==> src/rtl/alu_cmd_issuer.sv <==
`default_nettype none
// ============================================================================
// Module   : alu_cmd_issuer
// Purpose  : Buffers ALU commands in a small FIFO and issues them one at a
//            time to an external ALU. Each operation waits for the ALU result
//            or a bounded timeout. The result is held on a valid/ready output
//            until consumed, and a new operation is not issued while a result
//            is pending, so results are never overwritten.
// Ports    : CLK, RST            - clock, synchronous active-high reset
//            CMD_VLD/CMD_RDY     - command handshake (CMD_RDY = FIFO not full)
//            CMD_OP/MOVI/REGA/REGB/MEM/IMM - command fields
//            ACT                 - one-cycle ALU operation strobe
//            OP/MOVI/REGA/REGB/MEM/IMM     - registered ALU operands
//            ALU_RDY             - ALU can accept an operation
//            EX_ALU/EX_ALU_VLD   - ALU result and its valid strobe
//            RES_VLD/RES_RDY/RES_DATA      - result handshake
//            ERR_TIMEOUT         - sticky, no ALU response within TIMEOUT
//            ERR_SPURIOUS        - sticky, ALU valid seen outside WAIT
//            OP_CNT              - completed-operation count (wraps)
// Revision : 1.0 - initial release
// ============================================================================
module alu_cmd_issuer #(
    parameter int DATA_WIDTH = 8,
    parameter int FIFO_DEPTH = 4,
    parameter int TIMEOUT    = 16
) (
    input  logic                  CLK,
    input  logic                  RST,
    input  logic                  CMD_VLD,
    output logic                  CMD_RDY,
    input  logic [3:0]            CMD_OP,
    input  logic [1:0]            CMD_MOVI,
    input  logic [DATA_WIDTH-1:0] CMD_REGA,
    input  logic [DATA_WIDTH-1:0] CMD_REGB,
    input  logic [DATA_WIDTH-1:0] CMD_MEM,
    input  logic [DATA_WIDTH-1:0] CMD_IMM,
    output logic                  ACT,
    output logic [3:0]            OP,
    output logic [1:0]            MOVI,
    output logic [DATA_WIDTH-1:0] REGA,
    output logic [DATA_WIDTH-1:0] REGB,
    output logic [DATA_WIDTH-1:0] MEM,
    output logic [DATA_WIDTH-1:0] IMM,
    input  logic                  ALU_RDY,
    input  logic [DATA_WIDTH-1:0] EX_ALU,
    input  logic                  EX_ALU_VLD,
    output logic                  RES_VLD,
    input  logic                  RES_RDY,
    output logic [DATA_WIDTH-1:0] RES_DATA,
    output logic                  ERR_TIMEOUT,
    output logic                  ERR_SPURIOUS,
    output logic [15:0]           OP_CNT
);

    localparam int c_PTR_W = (FIFO_DEPTH > 1) ? $clog2(FIFO_DEPTH) : 1;
    localparam int c_CNT_W = c_PTR_W + 1;
    localparam int c_ENT_W = 6 + 4 * DATA_WIDTH;
    localparam int c_TMO_W = $clog2(TIMEOUT + 1);
    localparam logic [c_CNT_W-1:0] c_FULL     = c_CNT_W'(FIFO_DEPTH);
    localparam logic [c_TMO_W-1:0] c_TMO_LAST = c_TMO_W'(TIMEOUT - 1);

    typedef enum logic [1:0] {
        S_IDLE  = 2'd0,
        S_ISSUE = 2'd1,
        S_WAIT  = 2'd2
    } state_t;

    state_t r_state;
    state_t w_state_nxt;

    // ------------------------------------------------------------------------
    // Command FIFO. The entry count is registered, so a command pushed into an
    // empty FIFO only becomes visible to the issue logic on the next cycle.
    // ------------------------------------------------------------------------
    logic [c_ENT_W-1:0] r_mem [FIFO_DEPTH];
    logic [c_PTR_W-1:0] r_wr_ptr;
    logic [c_PTR_W-1:0] r_rd_ptr;
    logic [c_CNT_W-1:0] r_count;
    logic [c_ENT_W-1:0] w_entry;
    logic [c_ENT_W-1:0] w_head;
    logic               w_push;
    logic               w_pop;

    logic                  r_act;
    logic [3:0]            r_op;
    logic [1:0]            r_movi;
    logic [DATA_WIDTH-1:0] r_rega;
    logic [DATA_WIDTH-1:0] r_regb;
    logic [DATA_WIDTH-1:0] r_mem_op;
    logic [DATA_WIDTH-1:0] r_imm;
    logic [c_TMO_W-1:0]    r_wait_cnt;
    logic                  r_res_vld;
    logic [DATA_WIDTH-1:0] r_res_data;
    logic                  r_err_timeout;
    logic                  r_err_spurious;
    logic [15:0]           r_op_cnt;

    logic w_capture;
    logic w_timeout;
    logic w_spurious;

    assign CMD_RDY = (r_count != c_FULL) && !RST;
    assign w_push  = CMD_VLD && CMD_RDY;
    assign w_entry = {CMD_OP, CMD_MOVI, CMD_REGA, CMD_REGB, CMD_MEM, CMD_IMM};
    assign w_head  = r_mem[r_rd_ptr];

    always_ff @(posedge CLK) begin
        if (RST) begin
            r_wr_ptr <= '0;
            r_rd_ptr <= '0;
            r_count  <= '0;
        end else begin
            if (w_push) begin
                r_mem[r_wr_ptr] <= w_entry;
                r_wr_ptr        <= r_wr_ptr + 1'b1;
            end
            if (w_pop) begin
                r_rd_ptr <= r_rd_ptr + 1'b1;
            end
            case ({w_push, w_pop})
                2'b10:   r_count <= r_count + 1'b1;
                2'b01:   r_count <= r_count - 1'b1;
                default: r_count <= r_count;
            endcase
        end
    end

    // ------------------------------------------------------------------------
    // Issue FSM
    // ------------------------------------------------------------------------
    always_ff @(posedge CLK) begin
        if (RST) begin
            r_state <= S_IDLE;
        end else begin
            r_state <= w_state_nxt;
        end
    end

    always_comb begin
        w_state_nxt = r_state;
        w_pop       = 1'b0;
        w_capture   = 1'b0;
        w_timeout   = 1'b0;
        w_spurious  = 1'b0;
        case (r_state)
            S_IDLE: begin
                w_spurious = EX_ALU_VLD;
                // Blocking on a pending result keeps it from being overwritten.
                if ((r_count != '0) && ALU_RDY && !r_res_vld) begin
                    w_pop       = 1'b1;
                    w_state_nxt = S_ISSUE;
                end
            end
            S_ISSUE: begin
                w_spurious  = EX_ALU_VLD;
                w_state_nxt = S_WAIT;
            end
            S_WAIT: begin
                // A response on the last allowed cycle still wins over timeout.
                if (EX_ALU_VLD) begin
                    w_capture   = 1'b1;
                    w_state_nxt = S_IDLE;
                end else if (r_wait_cnt == c_TMO_LAST) begin
                    w_timeout   = 1'b1;
                    w_state_nxt = S_IDLE;
                end
            end
            default: begin
                w_state_nxt = S_IDLE;
            end
        endcase
    end

    // ------------------------------------------------------------------------
    // Operand, result, error and counter registers
    // ------------------------------------------------------------------------
    always_ff @(posedge CLK) begin
        if (RST) begin
            r_act          <= 1'b0;
            r_op           <= '0;
            r_movi         <= '0;
            r_rega         <= '0;
            r_regb         <= '0;
            r_mem_op       <= '0;
            r_imm          <= '0;
            r_wait_cnt     <= '0;
            r_res_vld      <= 1'b0;
            r_res_data     <= '0;
            r_err_timeout  <= 1'b0;
            r_err_spurious <= 1'b0;
            r_op_cnt       <= '0;
        end else begin
            // ACT is high for exactly the cycle spent in ISSUE.
            r_act <= w_pop;
            if (w_pop) begin
                {r_op, r_movi, r_rega, r_regb, r_mem_op, r_imm} <= w_head;
            end

            if (r_state == S_ISSUE) begin
                r_wait_cnt <= '0;
            end else if (r_state == S_WAIT) begin
                r_wait_cnt <= r_wait_cnt + 1'b1;
            end

            if (w_capture) begin
                r_res_vld  <= 1'b1;
                r_res_data <= EX_ALU;
                r_op_cnt   <= r_op_cnt + 16'd1;
            end else if (r_res_vld && RES_RDY) begin
                r_res_vld <= 1'b0;
            end

            if (w_timeout) begin
                r_err_timeout <= 1'b1;
            end
            if (w_spurious) begin
                r_err_spurious <= 1'b1;
            end
        end
    end

    assign ACT          = r_act;
    assign OP           = r_op;
    assign MOVI         = r_movi;
    assign REGA         = r_rega;
    assign REGB         = r_regb;
    assign MEM          = r_mem_op;
    assign IMM          = r_imm;
    assign RES_VLD      = r_res_vld;
    assign RES_DATA     = r_res_data;
    assign ERR_TIMEOUT  = r_err_timeout;
    assign ERR_SPURIOUS = r_err_spurious;
    assign OP_CNT       = r_op_cnt;

endmodule
`default_nettype wire

==> config.mk <==
export PLATFORM = sky130hd
export DESIGN_NAME = alu_cmd_issuer
export DESIGN_NICKNAME = d
export VERILOG_FILES = /design/src/rtl/alu_cmd_issuer.sv
export SDC_FILE = /design/constraint.sdc
export NUM_CORES = 1
export LEC_CHECK = 0
export CAP_MARGIN = 15
export CORE_MARGIN = 3
export CORE_UTILIZATION = 35
export CTS_CLUSTER_SIZE = 28
export DETAILED_ROUTE_END_ITERATION = 12
export PLACE_DENSITY = 0.66
export SLEW_MARGIN = 20
export SYNTH_ARGS = -nofsm -noshare
export SYNTH_HDL_FRONTEND = slang
export SYNTH_SLANG_ARGS = --single-unit
export TNS_END_PERCENT = 100
==> constraint.sdc <==
create_clock -name CLK -period 3.35 [get_ports CLK]
set_input_delay 0.5025 -clock CLK [delete_from_list [all_inputs] [get_ports CLK]]
set_output_delay 0.5025 -clock CLK [all_outputs]
set_load 0.005 [all_outputs]
## Word-level counts from Yosys, hierarchy flattened

Memories as Yosys holds them, arrays and structs flattened. A register that Yosys moved wholly into a read port is not among the register bits.
Cells that the tools add are included.

| word-level totals | value |
|---|---|
| word-level logic and storage cells | 58 |
| bits in registers | 42 |
| input bits | 52 |
| RAM bits | 152 |
| memories kept | 1 |

Memory list:

| memory | depth | width | rd ports | clocked after memory_dff | wr ports | line | source |
|---|---|---|---|---|---|---|---|
| r_mem | 4 | 38 | 1 | 1 | 1 | 75 | `logic [c_ENT_W-1:0] r_mem [FIFO_DEPTH];` |

| operators by class | value |
|---|---|
| reduce and logical (&&, ||, !) cells | 14 |
| equal/unequal tests | 8 |
| $add $sub $neg | 6 |
| mux-type cells | 18 |

Operators by type and width:

| kind | number |
|---|---|
| adder 16 x 1 -> 16 bit, second input constant | 1 |
| two-way mux 1 bit | 13 |
| two-way mux 2 bit | 3 |
| != test 3 bit, second input constant | 2 |
| case mux 2 bit (3 select lines) | 1 |
| case mux 3 bit (2 select lines) | 1 |
| adder 5 x 1 -> 5 bit, second input constant | 1 |
| == test 5 x 4 -> 1 bit, second input constant | 1 |
| logical AND 1 bit | 5 |
| adder 2 x 1 -> 2 bit, second input constant | 2 |
| == test 2 x 1 -> 1 bit, second input constant | 2 |
| == test 2 bit, second input constant | 2 |
| nonzero test 2 bit | 2 |
| OR reduction 2 bit | 2 |
| adder 3 x 1 -> 3 bit, second input constant | 1 |
| nonzero test 3 bit | 1 |
| subtractor 3 x 1 -> 3 bit, second input constant | 1 |
| zero test 1 bit | 2 |
| zero test 2 bit | 1 |
| != test 2 bit, second input constant | 1 |
| AND reduction 2 bit | 1 |

## Depth between registers and ports, before layout

| logic depth | value |
|---|---|
| depth in word-level cells | 7 |
| gate-level depth with buffers | 10 |
| gate-level depth less buffers | 9 |

## Worst setup path after synthesis

OpenSTA, ideal clock, no wires.

| path | value |
|---|---|
| path type | input to register |
| start | in CMD_VLD |
| end | mem r_mem[0][0] (netlist name) (enable) |
| path buffers | 0 |
| cell stages on the path | 3 |
| arrival | 2.094 ns |
| library setup time | 0.399 ns |
| slack | 0.857 ns |
| path through | inv_1 a211oi_1 and2_1 |

| on the way | value |
|---|---|
| cells in the longest elaborated chain, start to end | 4 |

RTL lines:

| element | line | source |
|---|---|---|
| from (decl) | 29 | `input logic CMD_VLD,` |
| logical AND 1 bit | 103 | `assign w_push = CMD_VLD && CMD_RDY;` |
| two-way mux 1 bit | 113 | `if (w_push) begin` |
| two-way mux 1 bit | 108 | `if (RST) begin` |
| two-way mux 1 bit (implied by the code) | 114 | `r_mem[r_wr_ptr] <= w_entry;` |
| to (decl) | 75 |  |

No other way between the ends.

## Worst setup path after layout

| path | value |
|---|---|
| start | reg r_state[1] |
| end | reg r_count[2] |

| on the way | value |
|---|---|
| cells in the longest elaborated chain, start to end | 4 |
| elaborated cells between the ends (all ways) | 6 |
| classes of those cells | 2 x eq/ne; 2 x mux; 2 x reduce/logical |

RTL lines:

| element | line | source |
|---|---|---|
| from (decl) | 68 | `state_t r_state;` |
| from (signal assigned) | 135 | `r_state <= w_state_nxt;` |
| zero test 2 bit (*) | 145 | `case (r_state)` |
| two-way mux 1 bit (*) | 145 |  |
| == test 2 x 1 -> 1 bit or == test 2 bit (tied branches) | 120 | `case ({w_push, w_pop})` |
| case mux 3 bit (2 select lines) or nonzero test 2 bit (tied branches) | n/a |  |
| to (signal assigned) | 121 | `2'b10: r_count <= r_count + 1'b1;` |
| to (signal assigned) | 122 | `2'b01: r_count <= r_count - 1'b1;` |
| to (signal assigned) | 123 | `default: r_count <= r_count;` |
| to (decl) | 78 | `logic [c_CNT_W-1:0] r_count;` |

Mark *: on every way between the ends. The rest lies on a longest branch, timed or not.
A chain may end at the register's enable or synchronous reset.

==> impl_summary.txt <==
----------------------------------------------------
[STA]
  Min Clock Period, post-route ... 2.48 ns
  Final Hold Vio Count ... 0
  Worst setup skew after layout ... 0.0201 ns
  Fmax achieved ... 403 MHz
  Number of slew-limit violations in the final report ... 0
  Total setup violations reported at the end of the flow ... 0
  Setup repair after global routing missed its margin ... no
  Worst slew pin tran ... 1.11 ns
  Max transition margin ... 26.2%
  Total Negative Setup Slacks ... 0 ns
  Final setup slack of the worst path ... 0.869 ns
  Final period utilization ... 74.1%

[Floorplanning]
  Core footprint ... 23900 um2
  Placement row count ... 56
  Starting density of the core ... 36.2%
  Die H ... 163 um
  Number of top-level design ports ... 119
  Area enclosed by the die boundary ... 26600 um2
  Die Width ... 163 um

[Clocking]
  # clock sinks ... 232
  TritonCTS clock tree ... done
  Cell chosen for the clock root ... clkbuf_16
  Reg clk slew, reported paths ... 0.06 ns
  Number of H-tree levels ... 1
  Clock latency reported for the late side of the worst-skew pair ... 0.53 ns
  Clock buffers created by TritonCTS ... 25
  Hold buffers post-CTS ... 0
  Post-CTS Setup Inserts ... 0
  Worst-case clock buffer depth ... 3
  Count of instances resized after the clock tree is built ... 0

[Pwr]
  Peak ir drop on the vdd network ... 0.352 mV
  Total power divided by cell area ... 689 nW/um2
  Leakage component of the power ... 0.00361 uW

[Drt]
  Count of vias placed by the detailed router ... 4990
  Drt first pass iters ... 4
  Number of remaining DRC errors ... 0
  Residual antenna-violating net count after detailed routing ... 0
  DRC violation total after the first TritonRoute iteration ... 407
  Routed via count divided by cell count ... 4.74
  Post-Route WL ... 17900 um
  Routed wirelength normalized by instance count ... 17.0 um

[GRT]
  Wire length of the first global-routing pass ... 28500 um
  Number of global-route vias before repair ... 5133
  Global route overflow ... 0
  Maximum number of pins on one net before global-route repair ... 83
  Overall global routing resource usage ... 13.5%
  Antenna violations before repair ... 0

[Finish]
  Layout Area Growth over Synthesis ... 29.4%
  Final design utilization ... 46.8%
  Share of cells above drive strength 1 ... 15.7%
  Ant diodes ... 0
  Total number of nets in the final design ... 775
  Cell Count, Final, Fillers Out ... 1052

[Synth]
  Dominant combinational cell family by area after synthesis ... multiplexers
  Post-Synthesis Cell Area ... 8640 um2
  Post-synthesis simple-gate area fraction ... 9.05%
  Share of synthesized area spent on multiplexers ... 10.2%
  Flops & latches, synth ... 232
  Number of enable flip-flop cells after synthesis ... 152
  Fraction of synthesis flops using an asynchronous set or reset pin ... 0%
  Most used flip-flop cell after synthesis ... edfxtp_1
  Number of warnings reported in the yosys synthesis log ... 0
  Post-synthesis instance total ... 585
  Adder-Cell Fraction of Synth Area ... 1.39%
  Post-Synthesis Net Count ... 646
  Avg Cell Area, Syn ... 14.8 um2
  Sequential area share after synthesis ... 71.3%
  Xor and xnor fraction of the mapped netlist area ... 1.72%
  Number of unique standard cell types used by synthesis ... 44
  Post-synthesis compound-gate area fraction ... 4.41%

[Place]
  Final weighted congestion in routability-driven placement ... 0.743
  Placed Cells ... 1006
  DP Wirelength ... 11100 um
  Port Buf Inserts ... 118
  DP Worst Slack ... 0.542 ns

[Status]
  Result of the run ... finished clean

[Worst setup path]
  Critical path capture point type ... flip-flop
  Worst endpoint data arrival time ... 2.93 ns
  Critical path start-end classification ... flip-flop to flip-flop
  Required @ worst endpoint ... 3.80 ns
  Launching element type of the critical path ... flip-flop
  Count of cells along the worst register-to-register path ... 10
  Max FO, Critical Path ... 15
  Worst reg-to-reg setup slack ... 0.87 ns

[Hold path]
  Min-delay worst type ... flip-flop to flip-flop
  Worst Hold Depth ... 2

[Job]
  Max_cap viols ... 0

----------------------------------------------------
[worst max-delay path, stage by stage, from the launching register on]
cell	delay (ns)
dfxtp_1	0.47
nor4b_1	0.40
buf_4	0.19
o31ai_4	0.07
inv_2	0.07
ha_1	0.17
inv_1	0.06
fa_1	0.37
xor2_1	0.17
or3_1	0.30
a21oi_1	0.14
[cells by family (layout without fill, tap and decap cells)]
logic type / Yosys count / after routing
buffers and inverters: 42 / 190
flip-flops: 232 / 232
XOR/XNOR: 17 / 17
adder cells (fa/ha/maj): 9 / 9
multiplexers: 40 / 40
AO/OA/AOI/OAI: 72 / 72
AND/OR/NAND/NOR: 173 / 173
[routing by layer]
metal  share of wire [%]  track usage [%]  up-vias
met5                   0                0        -
met3                 5.9             3.02       29
met1                  46             18.7     2420
met2                  46             21.9      133
li1                    -                -     2408
met4                 1.8             3.27        0
[through the flow]
step | hold WS, ns | power, uW | instance area [um2]
3_5_place_dp | 0.446 | 4950 | 10300
5_1_grt | 0.474 | 8100 | 11200
3_3_place_gp | 0.442 | 4940 | 10300
4_1_cts | 0.452 | 7840 | 11200
6_report | 0.454 | 7710 | 11200
2_1_floorplan | 0.453 | 4330 | 8640
[path summary, 6_finish.rpt]
kind               from         end
max reg2reg  r_state[1]  r_count[2]
min             REGA[1]     REGA[1]
min reg2reg     REGA[1]     REGA[1]
max          r_state[1]  r_count[2]
[power by group]
| part | total (uW) | internal [uW] | switching [uW] | leakage, uW |
|---|---|---|---|---|
| Combinational | 1280 | 740 | 538 | 0.00115 |
| Sequential | 3580 | 3290 | 285 | 0.00203 |
| Clock | 2850 | 1710 | 1130 | 0.000434 |
[synthesized netlist by cell type, drive strengths merged (4+ instances only)]
cell type	number	share of area, %
nor2	30	1.3
inv	11	0.48
clkbuf	21	0.91
xnor2	7	0.71
nand2	101	4.4
mux4	38	9.9
dfxtp	80	19
buf	10	0.55
nand3	4	0.23
xor2	10	1.0
edfxtp	152	53
and2	4	0.29
nand4	5	0.43
nand2b	4	0.29
or3	5	0.45
ha	8	1.2
a21oi	60	3.5
[layout by cell type, fill, tap and decap left out, types with 4 or more instances in the layout]
cell             count
bufinv_16            4
clkbuf_16           25
nand4_1              4
mux4_2              38
dfxtp_1             78
buf_4                9
a21oi_1             60
clkdlybuf4s50_1    117
nand2b_1             4
nand2_1            101
buf_12               7
ha_1                 8
and2_2               4
nor2_1              30
xor2_1              10
clkinv_2             9
edfxtp_1           152
xnor2_1              7
nand3_1              4
inv_1               10
[layout make-up]
| class | count | area, um2 |
|---|---|---|
| Fill cell | 2076 | 12700 |
| Sequential cell | 232 | 6170 |
| Multi-Input combinational cell | 311 | 2330 |
| Timing Repair Buffer | 133 | 1380 |
| Clock buffer | 26 | 639 |
| Tap cell | 319 | 399 |
| Clock inverter | 20 | 226 |
| Inverter | 11 | 41.3 |
[flip-flops by register name, indices dropped and copies added, names as in the netlist, 3 cells and up]
name,count
r_wait_cnt,5
OP_CNT,16
IMM,8
REGB,8
RES_DATA,8
OP,4
REGA,8
r_mem,152
MEM,8
r_count,3
(Power assumes the default switching activity.)
